===== src/rtl/dst40_round_ctrl.sv =====
// DST40 round sequencer: owns the challenge shift register and key LFSR and
// steps them through ROUNDS rounds against an external round-function network.
module dst40_round_ctrl #(
  parameter int ROUNDS     = 200,
  parameter int KEY_PERIOD = 3
) (
  input  logic        clk,
  input  logic        rst_n,
  input  logic        start,
  input  logic        abort,
  input  logic [39:0] key_in,
  input  logic [39:0] chal_in,
  output logic [39:0] f_chal,
  output logic [39:0] f_key,
  input  logic [1:0]  f_res,
  output logic        busy,
  output logic        done,
  output logic [23:0] resp,
  output logic [7:0]  round
);

  typedef enum logic [1:0] {IDLE, RUN, DONE} state_t;

  localparam logic [7:0] LAST_ROUND = 8'(ROUNDS - 1);
  localparam logic [1:0] KCNT_LAST  = 2'(KEY_PERIOD - 1);

  state_t      state;
  logic [1:0]  kcnt;
  logic [39:0] chal;
  logic [39:0] key;
  logic [39:0] chal_next;
  logic [39:0] key_next;

  assign chal_next = {f_res ^ chal[1:0], chal[39:2]};
  assign key_next  = {key[0] ^ key[2] ^ key[19] ^ key[21], key[39:1]};

  assign f_chal = chal;
  assign f_key  = key;

  // Abort in RUN takes priority over the round update, leaving chal/key/round frozen.
  always_ff @(posedge clk or negedge rst_n) begin
    if (!rst_n) begin
      state <= IDLE;
      chal  <= '0;
      key   <= '0;
      round <= '0;
      kcnt  <= '0;
      resp  <= '0;
      busy  <= 1'b0;
      done  <= 1'b0;
    end else begin
      done <= 1'b0;
      case (state)
        IDLE: begin
          if (start && !abort) begin
            chal  <= chal_in;
            key   <= key_in;
            round <= '0;
            kcnt  <= '0;
            busy  <= 1'b1;
            state <= RUN;
          end
        end
        RUN: begin
          if (abort) begin
            busy  <= 1'b0;
            state <= IDLE;
          end else begin
            chal  <= chal_next;
            round <= round + 8'd1;
            if (kcnt == KCNT_LAST) begin
              kcnt <= '0;
              key  <= key_next;
            end else begin
              kcnt <= kcnt + 2'd1;
            end
            if (round == LAST_ROUND) begin
              resp  <= chal_next[23:0];
              busy  <= 1'b0;
              done  <= 1'b1;
              state <= DONE;
            end
          end
        end
        DONE: begin
          state <= IDLE;
        end
        default: begin
          busy  <= 1'b0;
          state <= IDLE;
        end
      endcase
    end
  end

endmodule


===== config.mk =====
export PLATFORM = sky130hd
export DESIGN_NAME = dst40_round_ctrl
export DESIGN_NICKNAME = d
export VERILOG_FILES = /design/src/rtl/dst40_round_ctrl.sv
export SDC_FILE = /design/constraint.sdc
export NUM_CORES = 1
export LEC_CHECK = 0
export BUFFER_PORTS_ARGS = -buffer_cell sky130_fd_sc_hd__buf_4
export CAP_MARGIN = 20
export CORE_AREA = 2 2 105 107
export CTS_CLUSTER_SIZE = 40
export DETAILED_ROUTE_END_ITERATION = 10
export DIE_AREA = 0 0 107 109
export PLACE_DENSITY = 0.84
export SLEW_MARGIN = 20
export SYNTH_ARGS = -nofsm -noshare
export SYNTH_HDL_FRONTEND = slang
export SYNTH_SLANG_ARGS = --single-unit

===== constraint.sdc =====
create_clock -name clk -period 3.5 [get_ports clk]
set_input_delay 0.35 -clock clk [delete_from_list [all_inputs] [get_ports clk]]
set_output_delay 0.35 -clock clk [all_outputs]
set_load 0.005 [all_outputs]

==> metrics.md <==
| Metric | Value |
|---|---|
| Worst-Margin Slew | `0.780 ns` |
| Share of layout cells above drive strength 1 | `53.2%` |
| Later-pin clock latency in the skew report | `0.51 ns` |
| Crit Path Max Fanout | `24` |
| Share of the synthesized area in the top cell type | `53.6%` |
| EDFF count, synth | `0` |
| Finished Layout Cells | `787` |
| P_leak | `3.70 nW` |
| Critical Path Sink Type | `flop` |
| Post-route ant nets | `0` |
| Starting Density | `52.0%` |
| WP data required | `3.89 ns` |
| Clk slew on worst S/H paths | `0.06 ns` |
| Final Wtd Congestion | `0.747` |
| Period utilization | `67.2%` |
| Initial antenna violation count | `0` |
| Area Overhead vs Synth | `39.3%` |
| H-tree levels | `4` |
| Worst R2R Setup Slack | `1.15 ns` |
| Arr. time, crit path | `2.74 ns` |
| Drt pass-1 iters | `4` |
| Final clock skew | `0.00740 ns` |
| Worst vdd ir | `0.377 mV` |
| CTS Buf Count | `17` |
| Unique cell type count in the Yosys netlist | `41` |
| Die area | `11,700 um2` |
| #FFs+latches synth | `118` |
| Port Buffers | `199` |
| Outcome | `completed` |
| Async SR Flop Fraction | `100%` |
| Dpl hpwl | `9850 um` |
| First-pass GRT wire length | `22,500 um` |
| CP Launch Type | `flop` |
| Pwr Density | `650 nW/um2` |
| Clock buffer depth | `2` |
| Clock Sinks | `118` |
| Top-count cell post-synth | `dfrtp_1` |
| Critical path type | `flop to flop` |
| Yosys warnings | `0` |
| Endpoints failing hold | `0` |
| Vias in the first global route | `4,448` |
| Setup-failing EPs final | `0` |
| WL final | `14,200 um` |
| Total GRT Usage | `24.9%` |
| Slew HR | `47.3%` |
| Vias | `4,315` |
| Hold Crit Class | `input pin to flop` |
| Area leader, netlist | `dfrtp_1` |
| F_max | `0.425 GHz` |
| Synth Instances | `439` |
| Post-Syn Area | `5510 um2` |
| Fin nets | `721` |
| Post-CTS Resized | `0` |
| IO Pins | `200` |
| Antenna diodes | `0` |
| Die height | `109 um` |
| Cells after DPL | `754` |
| Maxcap violations | `0` |
| GR Overflow Total | `0` |
| CTS tree | `built` |
| Min Clock Period, post-route | `2.35 ns` |
| RSZ-0062 raised after global routing | `false` |
| Register area share after synthesis | `53.6%` |
| Via density | `5.48` |
| Num rows | `38` |
| Drt wl/cell | `18.0 um` |
| Post-synth top cells | `dfrtp_1, mux2_2, nand3_1, o21ai_0, mux2i_1` |
| Drt drc | `0` |
| Core Box Area | `10,600 um2` |
| Largest net degree at the start of global routing | `66` |
| Top cells by area, synth | `dfrtp_1, mux2_2, mux2i_1` |
| Net Count, Synth | `526` |
| First DRT Iteration DRCs | `202` |
| Setup TNS | `0 ns` |
| Syn_area_per_cell | `12.6 um2` |
| Clock tree root driver cell | `clkbuf_8` |
| Primary FF master, synth | `dfrtp_1` |
| Die Wd | `107 um` |
| Slew Viols, Final | `0` |
## layout make-up
class / instances / area [um2]
well taps: 140 / 175
repair buffers: 207 / 1570
inverters: 7 / 26.3
fillers: 746 / 2930
clock buffers: 22 / 433
multi-input cells: 283 / 2410
clock inverters: 10 / 106
flip-flops and latches: 118 / 2950
## power by group
group | switching (mW) | internal, mW
Sequential | 0.334 | 1.71
Clock | 0.592 | 1.00
Combinational | 0.513 | 0.838
## cells by family (layout without fill, tap and decap cells)
| kind of cell | count (synthesis) | after routing | synth area share [%] |
|---|---|---|---|
| buffers and inverters | 38 | 246 | 3.06 |
| DFF | 118 | 118 | 53.6 |
| xor gates and xnor gates | 5 | 5 | 0.795 |
| AOI/OAI and AO/OA | 63 | 63 | 7.01 |
| adders and majority gates | 1 | 1 | 0.227 |
| and+or+nand+nor | 71 | 71 | 7.06 |
| muxes | 143 | 143 | 28.3 |
## flip-flops by register name (all words and copies together), names as in the netlist
name    count
kcnt        2
f_key      40
done        1
f_chal     40
busy        1
round       8
resp       24
state       2
## cells in the final DEF (no fill, tap or decap), drive strengths merged, types with 2 or more instances in the layout
| cell | n |
|---|---|
| xor2 | 2 |
| or3 | 2 |
| nand2 | 7 |
| mux2 | 102 |
| o22ai | 2 |
| o21ai | 42 |
| inv | 7 |
| bufinv | 2 |
| a2111o | 2 |
| dfrtp | 118 |
| mux2i | 41 |
| o311ai | 3 |
| a21oi | 6 |
| nand2b | 3 |
| clkbuf | 22 |
| nand3 | 43 |
| xnor2 | 3 |
| nor2 | 4 |
| nor3b | 2 |
| clkinv | 7 |
| o41ai | 3 |
| buf | 206 |
## worst paths after layout
path	cells after the start	from	to
min in group asynchronous	2	rst_n	resp[1]
min	3	chal_in[23]	f_chal[23]
min reg2reg	1	resp[22]	resp[22]
max	4	state[1]	f_key[8]
max in group asynchronous	3	rst_n	kcnt[0]
max reg2reg	4	state[1]	f_key[8]
## critical path, stage by stage, from the launching register on
cell and delay, ns:
dfrtp_1 0.47, or2_2 0.39, a21oi_4 0.63, buf_4 0.37
mux2_2 0.37
## metrics by stage
stage | hold WS (ns) | setup WS [ns] | power, mW | utilization [%] | area [um2]
after floorplan | 0.0544 | 1.69 | 2.59 | - | 5510
after global placement | 0.434 | 1.25 | 3.35 | 67.2 | 7130
after detailed placement | 0.438 | 1.17 | 3.41 | 67.2 | 7130
after CTS | 0.122 | 1.16 | 5.03 | 72.4 | 7670
after global routing | 0.131 | 1.03 | 5.26 | 72.4 | 7680
final | 0.138 | 1.15 | 4.99 | 72.4 | 7680
## metal layers
metal / track usage, % / part of all wire, %
met2: 41.4 / 49
met1: 30.1 / 41
met4: 9.74 / 1.8
met3: 8.37 / 9.0
met5: 0 / 0
## timing repair
action,in CTS,in global routing
buffers inserted,0,0
hold endpoints to repair,53,0
hold buffers,1,0
endpoints found under the setup margin,0,0
Power figures use the tool's default switching activity.
